$ cat config.mk
export PLATFORM = sky130hd
export DESIGN_NAME = toggle_pulse_gen
export DESIGN_NICKNAME = d
export VERILOG_FILES = /design/src/rtl/toggle_pulse_gen.sv
export SDC_FILE = /design/constraint.sdc
export NUM_CORES = 1
export LEC_CHECK = 0
export BUFFER_PORTS_ARGS = -buffer_cell sky130_fd_sc_hd__buf_2
export CORE_UTILIZATION = 56
export DETAILED_ROUTE_END_ITERATION = 8
export HOLD_SLACK_MARGIN = 0.12
export MAX_ROUTING_LAYER = met4
export PLACE_DENSITY = 0.78
export RECOVER_POWER = 25
export SLEW_MARGIN = 20
export SYNTH_ARGS = -nofsm -noshare
export SYNTH_HDL_FRONTEND = slang
export SYNTH_SLANG_ARGS = --single-unit
$ cat constraint.sdc
create_clock -name clk -period 3.4 [get_ports clk]
set_input_delay 0 -clock clk [delete_from_list [all_inputs] [get_ports clk]]
set_output_delay 0 -clock clk [all_outputs]
set_load 0.01 [all_outputs]
$ cat src/rtl/toggle_pulse_gen.sv
// rtl/toggle_pulse_gen.sv - debounced pushbutton front end producing one-cycle toggle requests
//
// Ports:
//   clk          in   system clock, all state updates on posedge
//   rst          in   synchronous active-high reset
//   btn_in       in   raw asynchronous, bouncing button
//   t            out  registered toggle request, one cycle high per accepted press
//   btn_stable   out  registered debounced button level
//   press_count  out  accepted presses, wraps modulo 2^CNT_W
module toggle_pulse_gen #(
  parameter int DB_CYCLES = 4,
  parameter int CNT_W     = 8
) (
  input  logic             clk,
  input  logic             rst,
  input  logic             btn_in,
  output logic             t,
  output logic             btn_stable,
  output logic [CNT_W-1:0] press_count
);

  localparam int CW = $clog2(DB_CYCLES);
  localparam logic [CW-1:0] CNT_LAST = CW'(DB_CYCLES - 1);

  typedef enum logic [1:0] {
    IDLE,
    ARM_PRESS,
    HELD,
    ARM_REL
  } state_t;

  logic             s1, s2;
  state_t           state, state_n;
  logic [CW-1:0]    cnt, cnt_n;
  logic             t_n;
  logic             stable_n;
  logic [CNT_W-1:0] count_n;

  always_ff @(posedge clk) begin
    if (rst) begin
      s1          <= 1'b0;
      s2          <= 1'b0;
      state       <= IDLE;
      cnt         <= '0;
      t           <= 1'b0;
      btn_stable  <= 1'b0;
      press_count <= '0;
    end else begin
      s1          <= btn_in;
      s2          <= s1;
      state       <= state_n;
      cnt         <= cnt_n;
      t           <= t_n;
      btn_stable  <= stable_n;
      press_count <= count_n;
    end
  end

  // Entering an ARM state already consumed one opposite sample, so the
  // counter reaching DB_CYCLES-1 means DB_CYCLES+1 consecutive samples.
  always_comb begin
    state_n  = state;
    cnt_n    = cnt;
    t_n      = 1'b0;
    stable_n = btn_stable;
    count_n  = press_count;
    case (state)
      IDLE: begin
        if (s2) begin
          state_n = ARM_PRESS;
          cnt_n   = '0;
        end
      end
      ARM_PRESS: begin
        if (!s2) begin
          state_n = IDLE;
          cnt_n   = '0;
        end else if (cnt == CNT_LAST) begin
          state_n  = HELD;
          t_n      = 1'b1;
          stable_n = 1'b1;
          count_n  = press_count + CNT_W'(1);
        end else begin
          cnt_n = cnt + CW'(1);
        end
      end
      HELD: begin
        if (!s2) begin
          state_n = ARM_REL;
          cnt_n   = '0;
        end
      end
      ARM_REL: begin
        if (s2) begin
          state_n = HELD;
          cnt_n   = '0;
        end else if (cnt == CNT_LAST) begin
          state_n  = IDLE;
          stable_n = 1'b0;
        end else begin
          cnt_n = cnt + CW'(1);
        end
      end
      default: begin
        state_n = IDLE;
        cnt_n   = '0;
      end
    endcase
  end

endmodule

== Word level (Yosys, flattened, before mapping) ==
Cells that the tools add are included.

* Bits in writable memories: 0
* Bits in latches: 0
* Flip-flop bits (word level): 16
* Bits in read-only memories: 0
* Memories: 0
* Logic and storage cells: 49
* Output and inout port bits: 10

* Equality and inequality tests: 12
* $add $sub $neg: 2
* Reduce and logical (&&, ||, !) cells: 7
* Order comparisons: 0
* Shifts and indexed selects: 0
* Multipliers: 0
* Bitwise operators: 2
* Divide/modulo/power cells: 0
* Muxes and demuxes: 19

{| class="wikitable"
|+ Operators with widths
! cell !! count
|-
| $mux 2 || 11
|-
| $pmux 2 s4 || 2
|-
| $ne 2x2->1 const B || 6
|-
| $add 8x1->8 const B || 1
|-
| $eq 2x2->1 const B || 3
|-
| $ne 3x3->1 const B || 2
|-
| $mux 1 || 5
|-
| $reduce_and 5->1 || 1
|-
| $reduce_and 4->1 || 1
|-
| $reduce_and 3->1 || 1
|-
| $reduce_or 3->1 || 1
|-
| $add 2x1->2 const B || 1
|-
| $eq 2x1->1 const B || 1
|-
| $logic_not 2->1 || 1
|-
| $not 1->1 || 2
|-
| $pmux 1 s2 || 1
|-
| $reduce_and 2->1 || 1
|-
| $reduce_bool 2->1 || 1
|}

== Depth between registers and ports, before layout ==
Gate-level depths: netlist of the first run.

* Word-level depth: 4
* Mapped depth: 4

== Worst setup path before layout of the first run ==
Ideal clock, no wire load.

* Kind: flip-flop to flip-flop
* Start: register press_count[0]
* End: register press_count[2]
* Data arrival time: 1.232 ns
* Setup time: 0.070 ns
* Cell stages (with the launch flop): 5
* Required time: 3.330 ns
* Path buffers: 0
* Slack: 2.098 ns
* Cells stage by stage: dfxtp_1 ha_1 inv_1 or4_1 a21oi_1

* Longest elaborated chain between the ends: 1

{| class="wikitable"
|+ Ends and longest elaborated chain
! what !! RTL line !! source
|-
| start, declared || 19 || <nowiki>output logic [CNT_W-1:0] press_count</nowiki>
|-
| start signal, assigned || 55 || <nowiki>press_count <= count_n;</nowiki>
|-
| $add 8x1->8 || 82 || <nowiki>count_n = press_count + CNT_W'(1);</nowiki>
|}

Every way passes these cells.
A chain may end at the register's enable or synchronous reset.

== Worst setup path in the final report of the first run ==
* Start: input rst
* End: register s1

{| class="wikitable"
|+ RTL lines
! what !! RTL line !! source
|-
| start, declared || 15 || <nowiki>input logic rst,</nowiki>
|-
| end signal, assigned || 49 || <nowiki>s1 <= btn_in;</nowiki>
|-
| end, declared || 32 || <nowiki>logic s1, s2;</nowiki>
|}

No word-level cell between the ends.

==> results by group, run 1 <==
Outcome
  • Status: finished clean

Route
  • DRC Markers: 0
  • Routed vias: 603
  • DR vias/cell: 5.689
  • Antenna-violating nets left: 0
  • Starting DRC count in detailed routing: 6
  • DR WL/cell: 12.53 um
  • DRT Pass-1 Iters: 2
  • DRT Wirelength: 1328 um

Pwr
  • Worst VDD drop: 0.0002850 V
  • Clock share of power: 31.4%
  • Lkg Pwr: 0.0003130 uW
  • Pint: 240.0 uW
  • Comb pwr share: 5.6%
  • Reg power frac: 63.0%
  • PD cells: 370.4 nW/um2
  • Sw Share: 22.25%
  • NetSw: 68.67 uW

Yosys
  • #FFs+latches synth: 16
  • Main combinational cell family by area after synthesis: simple AND/OR/NAND/NOR gates
  • Syn nets: 83
  • Post-synth EDFFs: 0
  • Syn Std Cell Area: 742.0 um2
  • Synth top area share: 43.17%
  • Compound-Gate Fraction of Synth Area: 13.15%
  • Most frequent cell after synthesis: dfxtp_1
  • Adder-cell share of the synthesized area: 1.686%
  • Multiplexer area fraction after synthesis: 4.553%
  • Mapped Avg Cell Area: 9.392 um2
  • Post-synthesis cell type count: 35
  • Synth top area cells: dfxtp_1, a21oi_1, mux2_2
  • Synth top cells by count: dfxtp_1, a21oi_1, nor2b_1
  • Synthesized instance count: 79
  • Cell taking the most area after synthesis: dfxtp_1
  • Yosys warning count: 0
  • Seq/Total Area, Yosys: 43.17%
  • Post-synth ARST share: 0%
  • Main flop type after synthesis: dfxtp_1
  • Synth Area in XOR/XNOR: 2.361%
  • Simple-gate portion of the synthesized area: 29.85%

STA
  • Final hold slack: 0.4645 ns
  • Setup TNS: 0 ns
  • Fin. max-slew vios: 0
  • Final setup viols: 0
  • Relative slew slack: 45.45%
  • Clk_skew: 0.002096 ns
  • Tcrit/Tclk final: 48.22%
  • Max Clk Rate: 609.9 MHz
  • Worst slew pin tran: 0.8183 ns
  • RSZ-0062 raised after global routing: no
  • Final hold vios: 0
  • Fin crit period: 1.640 ns

Global route
  • First-pass GRT wire length: 2090 um
  • GRT Residual Overflow: 0
  • Largest net degree at the start of global routing: 21
  • Initial antenna violation count: 0
  • Global Route Usage Sum: 22.03%
  • Vias in the first global route: 504

Cells and area
  • Multi-input gate area: 382.9 um2
  • Non-Filler Instances: 106
  • N_diodes: 0
  • Ratio of cells with drive above 1 in the final layout: 18.48%
  • Fillers: 97
  • FF/Latch Area: 320.3 um2
  • Syn-to-layout area delta: 12.31%
  • Cell area after layout: 833.3 um2
  • Nets: 98
  • Post-layout util: 71.15%

Clocking
  • Worst skew pair latency: 0.29 ns
  • Clock transition at the registers of the reported paths: 0.08 ns
  • TritonCTS Buffers: 3
  • Clock Path Buffers: 2
  • CTS tree: done
  • # clock sinks: 16
  • Post-CTS setup buffer count: 0
  • H-tree depth: 1
  • Root Buffer: clkbuf_4

Placed design
  • Detail Placement HPWL: 869.4 um
  • Dpl cells: 100
  • Placed cell areas: 788.3 um2
  • Final GP Congestion: 0.6863
  • IO Port Bufs: 12

Job
  • Max-Cap Viols: 0

Setup path
  • Worst-path maximum fanout: 20
  • Crit path DAT: 1.82 ns
  • Worst EP required: 3.58 ns
  • Nature of the critical path startpoint: input pin
  • Crit end category: flop
  • Kind of critical path: in -> reg

Floorplan
  • Core Rows: 12
  • Die H: 38.40 um
  • Core ar.: 1171 um2
  • Die Wd: 38.40 um
  • Initial Util: 63.35%
  • Die ar.: 1475 um2
  • Num ports: 13

Hold path
  • Worst Hold Class: reg -> reg
flip-flops by register name (all words and copies together) (netlist names), named ones only:
register and cells:
t 1, press_count 8, cnt 2, s2 1
btn_stable 1, state 1, s1 1
stage by stage:
stage	total power [uW]	worst slack, ns
after floorplan	209.5	2.098
after global placement	213.4	2.059
after detailed placement	213.9	2.041
after CTS	313.6	2.029
after global routing	322.6	1.681
final	308.7	1.760
layout by cell type (no fill, tap or decap), types with 2 or more instances in the layout:
| master | n |
|---|---|
| and4b_2 | 2 |
| nand4b_1 | 2 |
| clkbuf_4 | 3 |
| nor3_1 | 2 |
| dlygate4sd3_1 | 3 |
| mux2_2 | 3 |
| clkbuf_1 | 6 |
| nand4_1 | 2 |
| dfxtp_1 | 16 |
| inv_1 | 2 |
| o21ai_0 | 3 |
| and3_1 | 2 |
| nand3_1 | 3 |
| nand3b_1 | 3 |
| nand2_1 | 2 |
| a21oi_1 | 9 |
| nor2b_1 | 5 |
| nor2_1 | 3 |
| buf_2 | 6 |
timing repair:
item / CTS / global route
endpoints found under the setup margin: 0 / 0
hold buffers: 3 / 0
hold endpoints to repair: 9 / 0
resized for setup: 0 / 0
per-layer routing:
metal / up-vias / track usage [%] / share of wire [%]
li1: 314 / - / -
met1: 276 / 25.45 / 52
met2: 10 / 33.47 / 43
met3: 3 / 5.233 / 3.1
met4: 0 / 15.52 / 1.9
met5: - / - / 0
final timing paths:
path              start  slack, ns             end  cells after the start
setup / recovery    rst       1.76              s1                      4
hold / removal       s1       0.46              s2                      1
setup reg to reg     s2       2.01  press_count[7]                      3
hold reg to reg      s1       0.46              s2                      1
critical path: stages:
cell and delay (ns):
dlygate4sd3_1 0.52, clkbuf_1 0.62, nor2b_1 0.09, dlygate4sd3_1 0.58
kinds of logic after synthesis:
| family | after synthesis |
|---|---|
| adder cells (fa/ha/maj) | 1 |
| XOR/XNOR | 2 |
| AO/OA/AOI/OAI | 17 |
| AND/OR/NAND/NOR | 33 |
| flip-flops | 16 |
| multiplexers | 3 |
| buffers and inverters | 7 |
power groups by stage:
stage	registers [uW]	logic [uW]	clock network, uW
after detailed placement	199	15.1	0
final	195	17.1	96.9
after CTS	194	17.9	101
after global placement	199	14.8	0
after floorplan	198	11.3	0
after global routing	195	19.1	108
final cells by class:
| cell class | instances | area share [%] |
|---|---|---|
| Inverter | 2 | 0.9009 |
| Tap cell | 14 | 2.102 |
| Sequential cell | 16 | 38.44 |
| Multi-Input combinational cell | 56 | 45.95 |
| Timing Repair Buffer | 15 | 9.910 |
| Clock buffer | 3 | 2.703 |
Note: power is estimated with default switching activity, not from simulation.
==> inputs of run 2 (changes only) <==
CORE_UTILIZATION = 47   (was 56)
PLACE_DENSITY = 0.7   (was 0.78)
clock period = 1.4 ns   (was 3.4 ns; I/O delays follow)
==> run 2 against run 1 <==
Critical path depth unchanged. Sequential cell count unchanged. Worst hold slack worse by 0.022 ns. Cell count grew 4.7%. Utilization shrank 8.2 points. Count of clock-buffer cells in the layout unchanged. Critical endpoint is now press_count[6].
==> results by group, run 2 (synthesis results as in run 1) <==
Outcome
  • Status: finished clean (unchanged)

STA
  • Clk_skew: 0.001542 ns (was 0.002096 ns)
  • Fin. max-slew vios: 0 (unchanged)
  • Final setup viols: 0 (unchanged)
  • Tcrit/Tclk final: 93.47%
  • RSZ-0062 raised after global routing: no (unchanged)
  • Setup TNS: 0 ns (unchanged)
  • Worst slew pin tran: 0.3394 ns (was 0.8183 ns)
  • Relative slew slack: 77.37% (was 45.45%)
  • Final hold vios: 0 (unchanged)
  • Fin crit period: 1.309 ns
  • Max Clk Rate: 764.2 MHz

Floorplan
  • Initial Util: 53.67% (was 63.35%)
  • Num ports: 13 (unchanged)
  • Die ar.: 1741 um2 (was 1475 um2)
  • Core Rows: 13 (was 12)
  • Core ar.: 1383 um2 (was 1171 um2)
  • Die H: 41.73 um (was 38.40 um)
  • Die Wd: 41.73 um (was 38.40 um)

Global route
  • Global Route Usage Sum: 19.33% (was 22.03%)
  • Largest net degree at the start of global routing: 21 (unchanged)
  • GRT Residual Overflow: 0 (unchanged)
  • Vias in the first global route: 584 (was 504)
  • First-pass GRT wire length: 2608 um (was 2090 um)
  • Initial antenna violation count: 0 (unchanged)

Pwr
  • Worst VDD drop: 0.0005054 V (was 0.0002850 V)
  • PD cells: 875.4 nW/um2 (was 370.4 nW/um2)
  • Reg power frac: 61.8% (was 63.0%)
  • NetSw: 178.0 uW (was 68.67 uW)
  • Lkg Pwr: 0.0003460 uW (was 0.0003130 uW)
  • Pint: 584.4 uW (was 240.0 uW)
  • Comb pwr share: 6.0% (was 5.6%)
  • Clock share of power: 32.2% (was 31.4%)
  • Sw Share: 23.35% (was 22.25%)

Setup path
  • Worst path slowest cell: dfxtp_2 (was clkbuf_1)
  • FF-to-FF End: press_count[6] (was press_count[7])
  • Critical path, cell by cell: ha_1, and4b_2, nand3_1, mux2_2 (was dlygate4sd3_1, clkbuf_1, nor2b_1, dlygate4sd3_1)
  • Crit path DAT: 1.49 ns (was 1.82 ns)
  • Cell family with most CP delay: flip-flops (was buffers and inverters)
  • Crit path launch: press_count[0] (was rst)
  • R2R depth: 4 (was 3)
  • Worst EP required: 1.58 ns (was 3.58 ns)
  • Kind of critical path: reg -> reg (was in -> reg)
  • Nature of the critical path startpoint: flop (was input pin)
  • Buf/Inv on CP: 0 (was 3)
  • Reg2reg setup slack: 0.09 ns (was 2.01 ns)
  • Worst-path maximum fanout: 5 (was 20)
  • Crit end category: flop (unchanged)
  • Delay of the slowest critical-path stage: 0.35 ns (was 0.62 ns)
  • CP Depth: 4 (unchanged)
  • Crit path to: press_count[6] (was s1)
  • R2r startpoint: press_count[0] (was s2)

Job
  • Max-Cap Viols: 0 (unchanged)

Cells and area
  • Most frequent cells in the layout: dfxtp_1, a21oi_1, buf_2 (was dfxtp_1, a21oi_1, buf_2, clkbuf_1, nor2b_1)
  • N_diodes: 0 (unchanged)
  • Ratio of cells with drive above 1 in the final layout: 27.08% (was 18.48%)
  • Nets: 102 (was 98)
  • Post-layout util: 62.99% (was 71.15%)
  • Largest register by flop count: press_count (unchanged)
  • Most common cell after layout, fill and taps aside: dfxtp_1 (unchanged)
  • Syn-to-layout area delta: 17.37% (was 12.31%)
  • Max reg flops: 8 (unchanged)
  • Top Registers: press_count (8), cnt (2) (unchanged)

Route
  • M1 WL: 716 um (was 685 um)
  • DR vias/cell: 5.775 (was 5.689)
  • Wire length on met3: 52 um (was 41 um)
  • DRT Pass-1 Iters: 4 (was 2)
  • Top sig layer: met4 (unchanged)
  • Starting DRC count in detailed routing: 17 (was 6)
  • Met2 WL: 750 um (was 575 um)
  • DRT Wirelength: 1527 um (was 1328 um)
  • Routed vias: 641 (was 603)
  • DRC Markers: 0 (unchanged)
  • Antenna-violating nets left: 0 (unchanged)
  • DR WL/cell: 13.76 um (was 12.53 um)

Hold path
  • Worst Hold Class: reg -> reg (unchanged)

Clocking
  • H-tree depth: 1 (unchanged)
  • CTS tree: done (unchanged)
  • TritonCTS Buffers: 3 (unchanged)
  • Clock transition at the registers of the reported paths: 0.09 ns (was 0.08 ns)
  • Root Buffer: clkbuf_4 (unchanged)
  • Worst skew pair latency: 0.28 ns (was 0.29 ns)
  • # clock sinks: 16 (unchanged)
  • Clock Path Buffers: 2 (unchanged)

Placed design
  • Final GP Congestion: 0.7400 (was 0.6863)
  • Detail Placement HPWL: 1039 um (was 869.4 um)
  • IO Port Bufs: 12 (unchanged)
run 2: cell types whose count changed in the layout (fill, tap and decap cells not counted):
cell and delta:
buf_4 +4, buf_2 +3, dfxtp_2 +2, clkbuf_1 -3, dfxtp_1 -2
run 2: per-stage QoR:
step	cell area, um2	total power [uW]	hold WS [ns]	std cells	setup slack [ns]
finish	870.8	762.4	0.4422	111	0.09143
global route	870.8	792.3	0.4689	111	0.01687
CTS	872.1	765.0	0.4474	111	0.06792
detailed placement	819.5	522.8	0.2165	105	0.09249
global placement	819.5	519.9	0.2145	105	0.1183
floorplan	742.0	508.7	0.1282	79	0.09781
run 2: how the worst min path moves through the flow:
| stage | start | to | cells past startpoint |
|---|---|---|---|
| finish | s1 | s2 | 1 |
| global route | s1 | s2 | 1 |
| CTS | s1 | s2 | 1 |
| detailed placement | btn_in | s1 | 2 |
| global placement | btn_in | s1 | 2 |
| floorplan | btn_in | s1 | 1 |
run 2: layout make-up:
type | instances | area (um2)
Timing Repair Buffer | 19 | 116.4
Tap cell | 15 | 18.77
Fill cell | 130 | 511.7
Multi-Input combinational cell | 56 | 382.9
Sequential cell | 16 | 322.8
Inverter | 2 | 7.507
Clock buffer | 3 | 22.52
run 2: what timing repair did:
| action | CTS | global route |
|---|---|---|
| setup buffers | 0 | 0 |
| endpoints found under the hold margin | 5 | 0 |
| gates resized for setup | 0 | 2 |
| endpoints found under the setup margin | 0 | 1 |
| hold buffers | 3 | 0 |
run 2: layer usage:
metal	vias to the layer above	GRT usage, %
li1	321	-
met1	303	23.72
met2	15	31.87
met3	2	3.913
met4	0	5.806
met5	-	-
run 2: power groups by stage:
stage               registers, uW  clock network [uW]  logic, uW
finish                        471                 245       46.0
global route                  473                 270       49.7
CTS                           471                 247       47.2
detailed placement            482                   0       41.0
global placement              481                   0       39.1
floorplan                     481                   0       27.5
